===== config.mk =====
export PLATFORM = sky130hd
export DESIGN_NAME = fu_wb_requester
export DESIGN_NICKNAME = d
export VERILOG_FILES = /design/src/rtl/fu_wb_requester.sv
export SDC_FILE = /design/constraint.sdc
export NUM_CORES = 1
export LEC_CHECK = 0
export ABC_AREA = 1
export BUFFER_PORTS_ARGS = -buffer_cell sky130_fd_sc_hd__buf_4
export CAP_MARGIN = 10
export CORE_MARGIN = 1.5
export CORE_UTILIZATION = 48
export CTS_BUF_LIST = sky130_fd_sc_hd__clkbuf_8
export DETAILED_ROUTE_END_ITERATION = 10
export HOLD_SLACK_MARGIN = 0.05
export PLACE_DENSITY_LB_ADDON = 0.15
export SKIP_CTS_REPAIR_TIMING = 1
export SKIP_LAST_GASP = 1
export SYNTH_ARGS = -nofsm -noshare
export SYNTH_HDL_FRONTEND = slang
export SYNTH_SLANG_ARGS = --single-unit

===== constraint.sdc =====
create_clock -name clk -period 1.84 [get_ports clk]
set_clock_uncertainty 0.15 [all_clocks]
set_input_delay 0.368 -clock clk [delete_from_list [all_inputs] [get_ports clk]]
set_output_delay 0.368 -clock clk [all_outputs]
set_load 0.05 [all_outputs]

===== src/rtl/fu_wb_requester.sv =====
// Writeback-request sequencer for one iterative functional unit: launches the core, captures result and tag, raises p_signal.
// Latency: p_signal rises LATENCY cycles after the accepting edge, plus one cycle for every stalled RUN cycle.
// Backpressure: stall freezes the core during RUN and holds result/tag in HOLD; a new op is accepted only in IDLE or on grant.
module fu_wb_requester #(
    parameter int DATA_W  = 32,
    parameter int TAG_W   = 5,
    parameter int LATENCY = 16
) (
    input  logic              clk,
    input  logic              reset,
    input  logic              start,
    input  logic [TAG_W-1:0]  start_rd,
    input  logic              start_fp,
    output logic              ready,
    output logic              core_start,
    output logic              core_hold,
    input  logic [DATA_W-1:0] core_result,
    input  logic              stall,
    output logic              p_signal,
    output logic              p_signal_start,
    output logic [DATA_W-1:0] result,
    output logic [TAG_W-1:0]  result_rd,
    output logic              result_fp,
    output logic [TAG_W-1:0]  busy_rd,
    output logic              busy_valid
);
    localparam int CNT_W = $clog2(LATENCY + 1);
    localparam logic [CNT_W-1:0] CNT_INIT = CNT_W'(LATENCY - 1);

    typedef enum logic [1:0] {
        IDLE = 2'd0,
        RUN  = 2'd1,
        HOLD = 2'd2
    } state_t;

    state_t            state;
    logic [CNT_W-1:0]  cnt;
    logic [TAG_W-1:0]  tag_rd;
    logic              tag_fp;
    logic              grant;
    logic              accept;

    // Combinational handshake outputs are forced low while reset is asserted.
    assign grant          = p_signal & ~stall;
    assign ready          = ~reset & ((state == IDLE) | ((state == HOLD) & grant));
    assign accept         = start & ready;
    assign p_signal_start = accept;
    assign core_start     = accept;
    assign core_hold      = ~reset & (state == RUN) & stall;
    assign busy_rd        = tag_rd;

    always_ff @(posedge clk) begin
        if (reset) begin
            state      <= IDLE;
            cnt        <= '0;
            p_signal   <= 1'b0;
            busy_valid <= 1'b0;
            result     <= '0;
            result_rd  <= '0;
            result_fp  <= 1'b0;
            tag_rd     <= '0;
            tag_fp     <= 1'b0;
        end else begin
            case (state)
                IDLE: begin
                    if (accept) begin
                        state      <= RUN;
                        cnt        <= CNT_INIT;
                        tag_rd     <= start_rd;
                        tag_fp     <= start_fp;
                        busy_valid <= 1'b1;
                    end
                end
                RUN: begin
                    if (!stall) begin
                        if (cnt != '0) begin
                            cnt <= cnt - 1'b1;
                        end else begin
                            result    <= core_result;
                            result_rd <= tag_rd;
                            result_fp <= tag_fp;
                            p_signal  <= 1'b1;
                            state     <= HOLD;
                        end
                    end
                end
                HOLD: begin
                    // Grant with a new start relaunches in the same edge; result regs stay untouched until the next capture.
                    if (grant) begin
                        p_signal <= 1'b0;
                        if (accept) begin
                            state  <= RUN;
                            cnt    <= CNT_INIT;
                            tag_rd <= start_rd;
                            tag_fp <= start_fp;
                        end else begin
                            state      <= IDLE;
                            busy_valid <= 1'b0;
                        end
                    end
                end
                default: begin
                    state      <= IDLE;
                    p_signal   <= 1'b0;
                    busy_valid <= 1'b0;
                end
            endcase
        end
    end

    // Issuing while not ready is an upstream protocol error; the request is dropped.
    always_ff @(posedge clk) begin
        assert (reset || !start || ready)
            else $warning("fu_wb_requester: start ignored while not ready");
    end
endmodule


Word level (Yosys, flattened, before mapping)
Cells that the tools add are included.
{"block": "totals", "ff_bits": 53, "wordCells": 65}
{"block": "op_classes", "muxes": 25, "eq_ne": 8, "bitwise_logic": 12, "add_sub_neg": 1, "reduce_logical": 10}
{"op": "2-to-1 mux 5 bit", "count": 6}
{"op": "AND reduction 4 bit", "count": 4}
{"op": "case mux 5 bit (3 select lines)", "count": 1}
{"op": "!= test 2 bit, second input constant", "count": 5}
{"op": "case mux 5 bit (2 select lines)", "count": 1}
{"op": "2-to-1 mux 1 bit", "count": 9}
{"op": "2-to-1 mux 2 bit", "count": 4}
{"op": "AND 1 bit", "count": 6}
{"op": "case mux 1 bit (3 select lines)", "count": 2}
{"op": "case mux 2 bit (3 select lines)", "count": 1}
{"op": "NOT 1 bit", "count": 5}
{"op": "nonzero test 5 bit", "count": 1}
{"op": "subtractor 5 x 1 -> 5 bit, second input constant", "count": 1}
{"op": "AND reduction 3 bit", "count": 1}
{"op": "nonzero test 3 bit", "count": 1}
{"op": "equality test 2 x 1 -> 1 bit, second input constant", "count": 1}
{"op": "equality test 2 bit, second input constant", "count": 1}
{"op": "logical NOT 2 bit", "count": 1}
{"op": "!= test 2 x 1 -> 1 bit, second input constant", "count": 1}
{"op": "case mux 1 bit (2 select lines)", "count": 1}
{"op": "AND reduction 2 bit", "count": 1}
{"op": "nonzero test 2 bit", "count": 1}
{"op": "bitwise OR 1 bit", "count": 1}

Depth between registers and ports, before layout
{"block": "depth", "ltp_word": 9, "ltp_mapped": 10}

Worst setup path after synthesis
OpenSTA, ideal clock, no wires.
{"block": "synth_path", "path_type": "reg-to-output", "startpoint": "reg p_signal", "endpoint": "out ready", "t_required_ps": 1322, "arrival_time_ps": 1907, "stages_incl_launch_ff": 5, "path_slack_ps": -585, "path_cell_list": "dfxtp_1 inv_1 nor2_1 nor2_1 nor3_1"}
{"block": "synth_between", "elab_chain_len": 4}
{"item": "start, declared", "line": "19", "source": "output logic p_signal,"}
{"item": "start signal, assigned", "line": "56", "source": "p_signal <= 1'b0;"}
{"item": "start signal, assigned", "line": "82", "source": "p_signal <= 1'b1;"}
{"item": "start signal, assigned", "line": "90", "source": "p_signal <= 1'b0;"}
{"item": "AND 1 bit", "line": "44", "source": "assign grant = p_signal & ~stall;"}
{"item": "AND 1 bit", "line": "45", "source": "assign ready = ~reset & ((state == IDLE) | ((state == HOLD) & grant));"}
{"item": "bitwise OR 1 bit", "line": "45"}
{"item": "AND 1 bit", "line": "45"}
{"item": "end, declared", "line": "14", "source": "output logic ready,"}
No other way between the ends.

Final worst setup path
{"block": "layout_path", "startpoint": "reg state[0]", "endpoint": "out core_start"}
{"block": "layout_between", "elab_chain_len": 5, "elab_cells_between_ends": 6}
{"item": "start, declared", "line": "36", "source": "state_t state;"}
{"item": "start signal, assigned", "line": "54", "source": "state <= IDLE;"}
{"item": "start signal, assigned", "line": "67", "source": "state <= RUN;"}
{"item": "start signal, assigned", "line": "83", "source": "state <= HOLD;"}
{"item": "equality test 2 bit", "line": "45"}
{"item": "AND 1 bit", "line": "45"}
{"item": "bitwise OR 1 bit *", "line": "45"}
{"item": "AND 1 bit *", "line": "45"}
{"item": "AND 1 bit *", "line": "46", "source": "assign accept = start & ready;"}
{"item": "end, declared", "line": "15", "source": "output logic core_start,"}
Every way passes the cells marked *; elsewhere a longest branch is shown, timed or not.

==> metrics.md <==
| Metric | Value |
|---|---|
| Starting Density | `approximately 50%` |
| 1st-pass router iterations | `4` |
| Layout cell share with drive strength beyond 1 | `between 30% and 40%` |
| IO buf count | `90` |
| Synth Flop Type | `dfxtp_1` |
| Dominant cell type by area after synthesis | `dfxtp_1` |
| Synthesized area per cell | `roughly 7.5 sq um` |
| CP bufs+invs | `2` |
| Die Span Y | `68.3 microns` |
| Warnings from Yosys | `0` |
| Top cell type's share of synthesized area | `between 50% and 60%` |
| Gpl congestion | `between 0.8 and 0.9` |
| Area Overhead vs Synth | `42.6%` |
| Placed insts | `409` |
| Critical-path top delay cell | `dfxtp_2` |
| Clock H-tree levels | `2` |
| CP max stage delay | `between 0.3 and 0.4 ns` |
| Clock latency at the later pin of the worst-skew pair | `0.30 ns` |
| Seq/Total Area, Yosys | `51.8%` |
| Top Ports | `a little over 90` |
| Total GRT Usage | `21.3%` |
| Post-synthesis xor/xnor area fraction | `0.428%` |
| Logic pwr share | `between 20 and 30%` |
| Post-Syn Nets | `317` |
| Compound-Gate Fraction of Synth Area | `between 10% and 20%` |
| Setup Viol. Count Final | `0` |
| Commonest non-fill, non-tap cell in the layout | `buf_4` |
| Final hold violations | `0` |
| DRC | `0` |
| RSZ-0062 raised after global routing | `yes` |
| Vias | `roughly 2,000` |
| Worst path arrival time | `~1.2 ns` |
| Cells after Synth | `between 200 and 300` |
| Pwr Density | `about 1000 nW/um^2` |
| Drt wl/cell | `around 12 microns` |
| Antenna Cells | `0` |
| Max Buffers Root-to-Sink | `2` |
| Crit path capture type | `primary output` |
| Worst path depth | `4` |
| Crit path max fanout | `7` |
| Hold Path Stages | `3` |
| Critical Path RT | `between 1 and 1.5 ns` |
| Min-delay worst type | `input pin to flip-flop` |
| Post-synth EDFFs | `0` |
| Post-Synth Simple-Gate Area | `between 20 and 30%` |
| Hpwl dp | `3.58 mm` |
| Yosys cell types | `20` |
| Die area | `about 4700 sq um` |
| Largest net degree at the start of global routing | `29` |
| Clock group share of total power | `25.7%` |
| Clock Pin Slew Worst Setup and Hold Paths | `0.09 ns` |
| Design Area, Final | `2920 sq um` |
| Via/cell ratio | `4.81` |
| Gr ovfl total | `0` |
| Mapped Area | `roughly 2000 sq um` |
| Status | `completed` |
| Reg2Reg Depth | `8` |
| Die width | `68.3 microns` |
| Vias in the first global route | `1,751` |
| Min Clock Period, post-route | `roughly 1.8 ns` |
| Switching power share of the total | `about a third` |
| Post-synthesis sequential element count | `53` |
| Final #Nets | `between 400 and 500` |
| Largest family of logic cells by synthesized area | `simple AND/OR/NAND/NOR gates` |
| Initial drt markers | `93` |
| Mux share of post-synthesis cell area | `0%` |
| Fmax | `roughly 0.57 GHz` |
| Slew @ Worst Pin | `0.278 ns` |
| Worst Hold Margin | `approximately 0.16 ns` |
| Asr flop ratio synth | `0%` |
| CTS Buf Count | `5` |
| Internal Pwr Total | `just under 2 mW` |
| CP Class | `flip-flop to primary output` |
| Slew margin rel. | `81.4%` |
| Row cnt | `23` |
| Static leakage | `between 1 and 1.5 nW` |
| Adder-cell share of the synthesized area | `0.611%` |
| Most frequent cells in the layout | `buf_4, nor2_1, dfxtp_1` |
| Initial antenna violation count | `0` |
| Final Routed Wirelength | `slightly below 5 mm` |
| Clock sink count | `53` |
| Max IR drop VDD | `~600 uV` |
| Largest cells by area after synthesis | `dfxtp_1, nor2_1, o21ai_0` |
| First-pass GRT wire length | `between 7 and 8 mm` |
| Count of final max-slew check failures | `0` |
| Max-Cap Viols | `0` |
| Core area | `around 4000 sq um` |
| Final ANT Viol Nets | `0` |
| CP top delay family | `flip-flops` |
| Crit-path cells | `nor2_1, nand3_2, clkinvlp_4, buf_4` |
| Net Switching | `around 980 uW` |
| Root Driver | `clkbuf_8` |
| CTS tree | `done` |
| Register share of total power | `44.6%` |
| Final cell count without fillers | `416` |
| Critical Path Source Type | `flip-flop` |
| Filler Cell Count | `between 300 and 400` |
| Cell Area, Placed | `2810 sq um` |
| Final period util | `a little over nine tenths` |
cell type report:
type	instances	area (sq um)	share of cell area [%]
Multi-Input combinational cell	190	858	29.4
Tap cell	50	62.6	2.14
Clock buffer	5	68.8	2.36
Timing Repair Buffer	100	763	26.1
Sequential cell	53	1060	36.4
Inverter	16	67.6	2.31
Clock inverter	2	35.0	1.20
through the flow:
step | TNS [ns] | power [mW] | utilization [%] | setup WS [ns]
2_1_floorplan | -0.0658 | 1.92 | - | -0.0658
3_3_place_gp | 0 | 2.17 | 69.3 | 0.169
3_5_place_dp | 0 | 2.19 | 69.3 | 0.153
4_1_cts | -0.0189 | 2.94 | 71.9 | -0.0185
5_1_grt | -0.0498 | 3.08 | 71.9 | -0.0180
6_report | 0 | 2.92 | 71.9 | 0.0886
Yosys cell counts, types with 2 or more instances:
cell type / number
a21oi_1: 13
buf_2: 2
buf_6: 3
clkbuf_1: 9
dfxtp_1: 53
inv_1: 14
inv_2: 2
nand2_1: 24
nand3_1: 8
nor2_1: 91
nor3_1: 2
o21ai_0: 45
power groups by stage:
stage	Clock [mW]	Combinational, mW	Sequential, mW
after global routing	0.827	0.939	1.31
final	0.750	0.866	1.30
after global placement	0	0.848	1.32
after CTS	0.772	0.869	1.30
after floorplan	0	0.354	1.57
after detailed placement	0	0.862	1.32
path summary, 6_finish.rpt:
check,start,slack [ns],to
max,state[0]$_SDFFE_PP0P_,0.09,core_start
min,start_rd[3],0.16,busy_rd[3]$_SDFFE_PP0P_
max reg2reg,cnt[0]$_SDFFE_PP0P_,0.15,result[26]$_SDFFE_PP0P_
min reg2reg,tag_fp$_SDFFE_PP0P_,0.32,tag_fp$_SDFFE_PP0P_
metal layers:
| layer | part of all wire (%) | track usage, % | up-vias |
|---|---|---|---|
| met5 | 0 | 0 | - |
| met4 | 1.4 | 7.25 | 0 |
| met3 | 6.6 | 5.92 | 9 |
| met2 | 48 | 37.3 | 58 |
| met1 | 44 | 24.7 | 883 |
| li1 | - | - | 1053 |
logic make-up (layout without fill, tap and decap cells):
family	count (synthesis)	count (layout)
buf+inv	31	123
simple gates	129	129
flops	53	53
compound gates	59	59
xor+xnor	1	1
fa+ha+maj	1	1
flip-flops by register name, indices dropped and copies added (netlist names):
| name | count |
|---|---|
| state | 2 |
| result | 32 |
| result_fp | 1 |
| busy_rd | 5 |
| p_signal | 1 |
| cnt | 5 |
| busy_valid | 1 |
| result_rd | 5 |
| tag_fp | 1 |
worst reg2reg max path: stages, from the launching register on:
cell	delay [ns]
dfxtp_1	0.33
inv_1	0.08
ha_1	0.22
nand2_1	0.07
inv_1	0.11
nand4_4	0.14
buf_4	0.24
o21ai_0	0.19
nor2_1	0.06
(Power assumes the default switching activity.)
